==> src/rtl/axis_labcontrol_master.sv <==
// AXI-Stream slave driving one timed LabControl write cycle (DIOA..DIOD) per accepted beat.
// Optional build macro AXIS_LABCONTROL_MASTER_IDLE_CLEAR_EN clears the bus on return to IDLE.
module axis_labcontrol_master #(
  parameter int S_AXIS_DATA_WIDTH = 32,
  parameter int SETUP_CYCLES      = 4,
  parameter int STROBE_CYCLES     = 4,
  parameter int HOLD_CYCLES       = 4,
  parameter int CNT_WIDTH         = 8
) (
  input  logic                         s_axis_aclk,
  input  logic                         s_axis_aresetn,
  input  logic [S_AXIS_DATA_WIDTH-1:0] s_axis_tdata,
  input  logic                         s_axis_tvalid,
  output logic                         s_axis_tready,
  output logic [7:0]                   DIOA,
  output logic [7:0]                   DIOB,
  output logic [7:0]                   DIOC,
  output logic [7:0]                   DIOD,
  output logic                         busy
);

  typedef enum logic [1:0] {
    ST_IDLE   = 2'd0,
    ST_SETUP  = 2'd1,
    ST_STROBE = 2'd2,
    ST_HOLD   = 2'd3
  } state_t;

  localparam logic [CNT_WIDTH-1:0] CNT_ZERO    = {CNT_WIDTH{1'b0}};
  localparam logic [CNT_WIDTH-1:0] CNT_ONE     = {{(CNT_WIDTH-1){1'b0}}, 1'b1};
  localparam logic [CNT_WIDTH-1:0] SETUP_LOAD  = CNT_WIDTH'(SETUP_CYCLES - 1);
  localparam logic [CNT_WIDTH-1:0] STROBE_LOAD = CNT_WIDTH'(STROBE_CYCLES - 1);
  localparam logic [CNT_WIDTH-1:0] HOLD_LOAD   = CNT_WIDTH'(HOLD_CYCLES - 1);

  state_t               state_r;
  logic [CNT_WIDTH-1:0] cnt_r;
  logic [7:0]           data_hi_r;
  logic [7:0]           data_lo_r;
  logic [7:0]           addr_r;
  logic [2:0]           sub_r;
  logic                 strobe_r;
  logic                 busy_r;
  logic                 ready_en_r;
  logic                 accept_s;
  logic                 cnt_done_s;

  // ready_en_r is low while reset is held, so tready drops asynchronously with reset
  assign s_axis_tready = (state_r == ST_IDLE) & ready_en_r;
  assign accept_s      = s_axis_tvalid & s_axis_tready;
  assign cnt_done_s    = (cnt_r == CNT_ZERO);

  assign DIOA = data_hi_r;
  assign DIOB = data_lo_r;
  assign DIOC = addr_r;
  assign DIOD = {3'b000, sub_r, 1'b0, strobe_r};
  assign busy = busy_r;

  generate
    if (S_AXIS_DATA_WIDTH > 27) begin : g_unused
      logic unused_tdata_s;
      assign unused_tdata_s = ^s_axis_tdata[S_AXIS_DATA_WIDTH-1:27];
    end
  endgenerate

  // Write-cycle sequencer: latches the beat, then times setup, strobe and hold phases
  always_ff @(posedge s_axis_aclk or negedge s_axis_aresetn) begin
    if (!s_axis_aresetn) begin
      state_r    <= ST_IDLE;
      cnt_r      <= CNT_ZERO;
      data_hi_r  <= 8'h00;
      data_lo_r  <= 8'h00;
      addr_r     <= 8'h00;
      sub_r      <= 3'b000;
      strobe_r   <= 1'b0;
      busy_r     <= 1'b0;
      ready_en_r <= 1'b0;
    end else begin
      ready_en_r <= 1'b1;
      case (state_r)
        ST_IDLE: begin
          strobe_r <= 1'b0;
          if (accept_s) begin
            data_hi_r <= s_axis_tdata[15:8];
            data_lo_r <= s_axis_tdata[7:0];
            addr_r    <= s_axis_tdata[23:16];
            sub_r     <= s_axis_tdata[26:24];
            cnt_r     <= SETUP_LOAD;
            busy_r    <= 1'b1;
            state_r   <= ST_SETUP;
          end else begin
            busy_r  <= 1'b0;
            state_r <= ST_IDLE;
          end
        end
        ST_SETUP: begin
          if (cnt_done_s) begin
            strobe_r <= 1'b1;
            cnt_r    <= STROBE_LOAD;
            state_r  <= ST_STROBE;
          end else begin
            cnt_r <= cnt_r - CNT_ONE;
          end
        end
        ST_STROBE: begin
          if (cnt_done_s) begin
            strobe_r <= 1'b0;
            cnt_r    <= HOLD_LOAD;
            state_r  <= ST_HOLD;
          end else begin
            cnt_r <= cnt_r - CNT_ONE;
          end
        end
        ST_HOLD: begin
          if (cnt_done_s) begin
            busy_r  <= 1'b0;
            state_r <= ST_IDLE;
`ifdef AXIS_LABCONTROL_MASTER_IDLE_CLEAR_EN
            data_hi_r <= 8'h00;
            data_lo_r <= 8'h00;
            addr_r    <= 8'h00;
            sub_r     <= 3'b000;
`else
            data_hi_r <= data_hi_r;
            data_lo_r <= data_lo_r;
            addr_r    <= addr_r;
            sub_r     <= sub_r;
`endif
          end else begin
            cnt_r <= cnt_r - CNT_ONE;
          end
        end
        default: begin
          strobe_r <= 1'b0;
          busy_r   <= 1'b0;
          cnt_r    <= CNT_ZERO;
          state_r  <= ST_IDLE;
        end
      endcase
    end
  end

endmodule

==> config.mk <==
export PLATFORM = sky130hd
export DESIGN_NAME = axis_labcontrol_master
export DESIGN_NICKNAME = d
export VERILOG_FILES = /design/src/rtl/axis_labcontrol_master.sv
export SDC_FILE = /design/constraint.sdc
export NUM_CORES = 1
export LEC_CHECK = 0
export CORE_MARGIN = 2
export CORE_UTILIZATION = 40
export CTS_CLUSTER_DIAMETER = 50
export DETAILED_ROUTE_END_ITERATION = 12
export HOLD_SLACK_MARGIN = 0.06
export PLACE_DENSITY = 0.81
export SYNTH_ARGS = -nofsm -noshare
export SYNTH_HDL_FRONTEND = slang
export SYNTH_SLANG_ARGS = --single-unit
==> constraint.sdc <==
create_clock -name s_axis_aclk -period 2.15 [get_ports s_axis_aclk]
set_clock_uncertainty 0.05 [all_clocks]
set_input_delay 0.43 -clock s_axis_aclk [delete_from_list [all_inputs] [get_ports s_axis_aclk]]
set_output_delay 0.43 -clock s_axis_aclk [all_outputs]
set_load 0.005 [all_outputs]
Word-level counts from Yosys, hierarchy flattened. Cells that the tools add are included. Widths: inputs -> output; s select.

Equality and inequality tests: 8. Magnitude comparators: 0. Shift operators: 0. Bitwise gates (word level): 2. Multiply operators: 0. Div/mod/pow operators: 0. Reductions and logical operators: 10. Mux-type cells: 14. $add $sub $neg: 1.

Operator list (number): $mux 8 (3); $pmux 8 s3 (1); $ne 2x2->1 const B (5); $logic_not 8->1 (1); $pmux 2 s4 (1); $sub 8x1->8 const B (1); $mux 2 (3); $reduce_and 2->1 (3); $reduce_and 3->1 (2); $eq 2x2->1 const B (2); $mux 1 (4); $pmux 1 s3 (1); $reduce_bool 3->1 (1); $and 1x1->1 (2); $eq 2x1->1 const B (1); $logic_not 2->1 (1); $pmux 1 s2 (1); $reduce_bool 2->1 (1); $reduce_or 2->1 (1).

Memories kept: 0. Bits in read-only memories: 0. Flip-flop bits (word level): 40. RAM bits: 0. Word-level logic and storage cells: 44. Bits in latches: 0. Input bits: 35.

Depth between registers and ports, before layout. Gate-level depths: netlist of run 1.

Depth in word-level cells: 5. Mapped depth: 7. Mapped depth without buffers: 6.

Worst setup path after synthesis of run 1. OpenSTA, ideal clock, no wires.

Kind: register -> register. Start point: register state_r[0]. End point: register data_hi_r[0], in the netlist DIOA[0]. Setup time: 125 ps. Cell stages (with the launch flop): 8. Data arrival time: 1693 ps. Path buffers: 2. Period minus slack after synthesis: 1868 ps. Slack: 282 ps. Cell sequence: dfrtp_1 inv_1 ha_1 a21bo_4 nand2_1 buf_6 buf_6 mux2_2.

Longest elaborated chain between the ends: 4.

RTL lines: start: declaration (line 35) `state_t state_r;`; start signal: assignment (line 68) `state_r <= ST_IDLE;`; start signal: assignment (line 89) `state_r <= ST_SETUP;`; start signal: assignment (line 92) `state_r <= ST_IDLE;`; $logic_not 2->1 (*) (line 48, 79); $and 1x1->1 (line 48) `assign s_axis_tready = (state_r == ST_IDLE) & ready_en_r;`; $and 1x1->1 (line 49) `assign accept_s = s_axis_tvalid & s_axis_tready;`; $reduce_and 2->1 (no line) (*); end signal: assignment (line 83) `data_hi_r <= s_axis_tdata[15:8];`; end signal: assignment (line 123) `data_hi_r <= data_hi_r;`; end: declaration (line 37) `logic [7:0] data_hi_r;`.

Every way passes the cells marked *; elsewhere a longest branch is shown, timed or not. A chain may end at the register's enable or synchronous reset.

Worst setup path after layout of run 1.
Start point: register state_r[0]. End point: output s_axis_tready.

Longest elaborated chain between the ends: 2.

RTL lines: $logic_not 2->1 (line 48); $and 1x1->1 (line 48); end: declaration (line 14) `output logic s_axis_tready,`.

No other way between the ends.

==> impl_metrics.json, run 1 <==
{
  "cap_viol_max_count": 0,
  "fin_util_pct": 59.8,
  "yosysWarnings": 0,
  "grt_max_degree": 27,
  "drt-total-wl_mm": 4.03,
  "hold_violations": 0,
  "dieWidth_um": 72.5,
  "first_global_vias": 1512,
  "drive_gt1_share_pct": 25.0,
  "slew_violations": 0,
  "drc": 0,
  "design_area_um2": 2660,
  "first_pass_iters": 4,
  "placed_area_um2": 2520,
  "fp-row-count": 24,
  "p_leak_nw": 1.14,
  "routed_via_density": 5.18,
  "grt_pass1_wl_mm": 6.98,
  "worst-setup-path-type": "reg2out",
  "rsz0062_at_grt": "no",
  "grt_overflow": 0,
  "die_area_um2": 5260,
  "core-area_um2": 4440,
  "htree_num_levels": 2,
  "arrival_ns": 1.59,
  "n_fill_cell": 377,
  "wl_per_cell_um": 15.0,
  "ys.flop_type": "dfrtp_1",
  "ys_ff_latch": 40,
  "critPathMaxFanout": 5,
  "n_antenna_cell": 0,
  "nNetsFinal": 255,
  "insertion_delay_ns": 0.28,
  "path_clk_slew_ns": 0.08,
  "synth_enable_flop_cells": 0,
  "initialDrtViolationCount": 41,
  "start_kind": "flop",
  "hpwl_mm": 3.00,
  "cts-buffers-inserted": 5,
  "fmax_mhz": 484,
  "start_util_pct": 42.3,
  "peakVddDrop_uv": 828,
  "synth_area_per_cell_um2": 12.7,
  "ant_nets": 0,
  "antenna_found_initial": 0,
  "synthCells": 148,
  "max-slew-margin-rel_pct": 62.2,
  "tightest_slew_ns": 0.562,
  "syn-cell-area_um2": 1880,
  "period_minus_slack_ns": 2.07,
  "track_usage_pct": 17.3,
  "worstSetupEndpointType": "output port",
  "setup_violations": 0,
  "num_vias": 1387,
  "most-common-layout-cells": "clkdlybuf4s50_1, dfrtp_1, mux2_2, a21oi_1",
  "gp_congestion": 0.799,
  "required_ns": 1.67,
  "power_density_nw_per_um2": 1580,
  "fin_tns_setup_ns": 0,
  "synthToLayoutAreaGrowth_pct": 41.6,
  "io_buffers": 59,
  "min_path_type": "reg2reg",
  "io_pins": 69,
  "clock-sinks": 40,
  "mostFrequentLayoutCell": "clkdlybuf4s50_1",
  "cts_root_buf": "clkbuf_8",
  "die_height_um": 72.5,
  "synth_cell_types": 39,
  "ys_async_sr_fraction_pct": 100,
  "cts.path.max_buffers": 2,
  "fin_crit_sh_pct": 96.1,
  "tritoncts": "yes",
  "outcome": "finished, final reports clean",
  "synth_seq_area_share_pct": 53.3
}
flip-flops by register name (all words and copies together), names as in the netlist:
signal and flops:
DIOA 8, DIOB 8, DIOC 8, cnt_r 8
sub_r 3, state_r 2, busy 1, ready_en_r 1
strobe_r 1
critical path: stages (launching register included):
cell	delay [ns]
dfrtp_1	0.41
inv_2	0.10
ha_4	0.16
and2_1	0.11
clkdlybuf4s50_1	0.51
timing repair:
| action | CTS | global route |
|---|---|---|
| endpoints found under the hold margin | 19 | 0 |
| gates resized for setup | 3 | 1 |
| pin swaps | 0 | 0 |
| hold buffers | 1 | 0 |
| setup endpoints to repair | 1 | 1 |
| buffers inserted | 0 | 1 |
synthesized netlist by cell type (2+ instances only):
| master | instances | area, µm² |
|---|---|---|
| dfrtp_1 | 40 | 1000 |
| mux2_2 | 28 | 315 |
| a21oi_1 | 10 | 50.1 |
| inv_1 | 7 | 26.3 |
| buf_4 | 6 | 45.0 |
| o21ai_0 | 6 | 30.0 |
| ha_1 | 5 | 62.6 |
| nand3_1 | 4 | 20.0 |
| nor2_1 | 4 | 15.0 |
| and3_1 | 2 | 12.5 |
| buf_6 | 2 | 22.5 |
| conb_1 | 2 | 7.51 |
| mux2i_1 | 2 | 20.0 |
| nand2_1 | 2 | 7.51 |
| o22a_1 | 2 | 17.5 |
| o31ai_1 | 2 | 15.0 |
| o41ai_1 | 2 | 17.5 |
final cells by class:
class | instances | area, µm² | area share, %
multi-input combinational | 93 | 795 | 29.9
tap | 52 | 65.1 | 2.45
timing repair buffer | 67 | 661 | 24.8
inverter | 8 | 30.0 | 1.13
clock inverter | 2 | 35.0 | 1.32
sequential | 40 | 1000 | 37.6
clock buffer | 6 | 72.6 | 2.73
power breakdown:
| part | internal, mW | total, mW | switching (mW) |
|---|---|---|---|
| registers | 1.12 | 1.34 | 0.215 |
| logic | 1.34 | 2.26 | 0.917 |
| clock network | 0.344 | 0.594 | 0.250 |
| total | 2.81 | 4.19 | 1.38 |
stage by stage:
step	power (mW)	worst slack, ns	std cells	hold slack, ns
2_1_floorplan	2.64	0.282	151	0.0844
3_3_place_gp	3.49	0.152	258	0.362
3_5_place_dp	3.56	0.134	258	0.355
4_1_cts	4.21	0.0290	267	0.459
5_1_grt	4.50	0.0115	268	0.470
6_report	4.19	0.0846	268	0.455
path summary, 6_finish.rpt:
check                                       start                endpoint  slack [ns]  cells after the start
setup / recovery           state_r[0]$_DFFE_PN0P_           s_axis_tready        0.08                      4
hold / removal                DIOB[2]$_DFFE_PN0P_     DIOB[2]$_DFFE_PN0P_        0.46                      1
setup reg to reg             cnt_r[0]$_DFFE_PN0P_  state_r[0]$_DFFE_PN0P_        0.21                      6
hold reg to reg               DIOB[2]$_DFFE_PN0P_     DIOB[2]$_DFFE_PN0P_        0.46                      1
max in group asynchronous          s_axis_aresetn     DIOC[4]$_DFFE_PN0P_        0.93                      3
min in group asynchronous          s_axis_aresetn    strobe_r$_DFFE_PN0P_        0.58                      2
metal layers:
metal,GRT usage [%],vias up,wire length [µm]
met2,29.0,41,2090
met1,20.7,685,1660
met4,6.38,0,60
met3,5.56,6,228
met5,0,-,0
li1,-,655,-
cells by family after synthesis:
family,count (synthesis),share of synthesized area (%)
flip-flops,40,53.3
multiplexers,30,17.9
AO/OA/AOI/OAI,29,11.7
AND/OR/NAND/NOR,24,7.73
buffers and inverters,18,5.66
adder cells (fa/ha/maj),5,3.33
other,2,0.400
Power figures use the tool's default switching activity.
==> run 2, diff against run 1 <==
--- a/config.mk
+++ b/config.mk
@@ -14,3 +14,4 @@
 export SYNTH_ARGS = -nofsm -noshare
 export SYNTH_HDL_FRONTEND = slang
 export SYNTH_SLANG_ARGS = --single-unit
+export TNS_END_PERCENT = 20
==> results of run 2 <==
The final DEF is identical to that of run 1; final timing and power are the same.
==> run 3, diff against run 2 <==
--- a/config.mk
+++ b/config.mk
@@ -9,6 +9,7 @@
 export CORE_UTILIZATION = 40
 export CTS_CLUSTER_DIAMETER = 50
 export DETAILED_ROUTE_END_ITERATION = 12
+export GPL_TIMING_DRIVEN = 0
 export HOLD_SLACK_MARGIN = 0.06
 export PLACE_DENSITY = 0.81
 export SYNTH_ARGS = -nofsm -noshare
==> impl_metrics.json, run 3 (synthesis results as in run 1) <==
{
  "fmax_mhz": 511,
  "tritoncts": "yes",
  "mostFrequentLayoutCell": "clkdlybuf4s50_1",
  "die_area_um2": 5260,
  "antenna_found_initial": 0,
  "synthToLayoutAreaGrowth_pct": 44.9,
  "drive_gt1_share_pct": 27.5,
  "ant_nets": 0,
  "start_util_pct": 42.3,
  "setup_violations": 0,
  "timing.hold.ws_ns": 0.199,
  "power_density_nw_per_um2": 1600,
  "slowest_stage": "dfrtp_1",
  "wl_per_cell_um": 14.6,
  "insertion_delay_ns": 0.29,
  "worstSetupEndpointType": "flop",
  "routed_via_density": 5.12,
  "grt_max_degree": 41,
  "initialDrtViolationCount": 52,
  "clock-sinks": 40,
  "most-common-layout-cells": "clkdlybuf4s50_1, dfrtp_1, mux2_2, buf_4, a21oi_1",
  "hpwl_mm": 2.87,
  "track_usage_pct": 16.2,
  "first_pass_iters": 4,
  "path_clk_slew_ns": 0.08,
  "nNetsFinal": 262,
  "core-area_um2": 4440,
  "max-slew-margin-rel_pct": 41.8,
  "required_ns": 2.31,
  "hold_violations": 0,
  "cts_root_buf": "clkbuf_8",
  "io_pins": 69,
  "p_leak_nw": 1.20,
  "critPathMaxFanout": 9,
  "peakVddDrop_uv": 793,
  "io_buffers": 59,
  "n_fill_cell": 376,
  "htree_num_levels": 2,
  "die_height_um": 72.5,
  "num_vias": 1403,
  "tightest_slew_ns": 0.873,
  "outcome": "finished, final reports clean",
  "min_path_type": "in2async",
  "cap_viol_max_count": 0,
  "design_area_um2": 2720,
  "gp_congestion": 0.768,
  "fin_crit_sh_pct": 91.0,
  "period_minus_slack_ns": 1.96,
  "rsz0062_at_grt": "no",
  "grt_overflow": 0,
  "placed_area_um2": 2540,
  "cts-buffers-inserted": 5,
  "fin_tns_setup_ns": 0,
  "drt-total-wl_mm": 3.99,
  "grt_pass1_wl_mm": 6.68,
  "dp.cells": 262,
  "start_kind": "flop",
  "worst-setup-path-type": "reg2reg",
  "reg2reg_slack_ns": 0.19,
  "arrival_ns": 2.12,
  "path_cells": "buf_4 -> ha_1 -> clkbuf_1 -> nand2b_1 -> o311ai_4 -> or4_1 -> a21oi_1",
  "slew_violations": 0,
  "fin_cells": 274,
  "fin_util_pct": 61.2,
  "slowest_delay_ns": 0.41,
  "dieWidth_um": 72.5,
  "cts.path.max_buffers": 2,
  "first_global_vias": 1482,
  "n_antenna_cell": 0,
  "fp-row-count": 24,
  "drc": 0
}
-- run 3: routing by layer --
layer,global-route usage (%),part of all wire (%),vias up
li1,-,-,669
met2,27.2,50,38
met3,5.28,5.4,5
met5,0,0,-
met4,4.32,0.73,0
met1,20.2,44,691
-- run 3: worst paths after layout --
check | start | end | depth (start not counted)
max | state_r[0]$_DFFE_PN0P_ | cnt_r[6]$_DFFE_PN0P_ | 7
min | s_axis_aresetn | state_r[0]$_DFFE_PN0P_ | 1
min reg2reg | DIOB[6]$_DFFE_PN0P_ | DIOB[6]$_DFFE_PN0P_ | 1
max reg2reg | state_r[0]$_DFFE_PN0P_ | cnt_r[6]$_DFFE_PN0P_ | 7
max in group asynchronous | s_axis_aresetn | DIOB[6]$_DFFE_PN0P_ | 1
min in group s_axis_aclk | DIOB[6]$_DFFE_PN0P_ | DIOB[6]$_DFFE_PN0P_ | 1
-- run 3: power by group --
group / internal [mW] / total [mW] / switching (mW)
Clock: 0.457 / 0.711 / 0.254
Sequential: 1.12 / 1.34 / 0.212
Combinational: 1.38 / 2.31 / 0.928
-- run 3: timing repair --
action,in CTS,in global routing
hold buffers,0,0
pin swaps,0,1
setup endpoints to repair,1,1
buffers inserted,2,3
gates resized for setup,4,1
gates cloned,0,0
-- run 3: through the flow --
stage / setup WS (ns) / power, mW
final: 0.194 / 4.36
after floorplan: 0.282 / 2.64
after global routing: 0.0888 / 4.65
after detailed placement: 0.0188 / 3.55
after global placement: -0.417 / 3.48
after CTS: 0.0239 / 4.35
-- run 3: critical path: cells and delay by family, from the launching register on --
family | cells | cell delay (ns)
and+or+nand+nor | 2 | 0.59
buffers and inverters | 2 | 0.37
DFF | 1 | 0.41
AOI/OAI and AO/OA | 2 | 0.28
adders and majority gates | 1 | 0.18
-- run 3: cell type report --
class,count,area (µm²),share of cell area [%]
Sequential cell,40,1000,36.8
Multi-Input combinational cell,93,795,29.2
Timing Repair Buffer,64,626,23.0
Buffer,10,76.3,2.80
Clock buffer,5,68.8,2.53
Tap cell,52,65.1,2.39
Clock inverter,2,60.1,2.21
Inverter,8,30.0,1.10
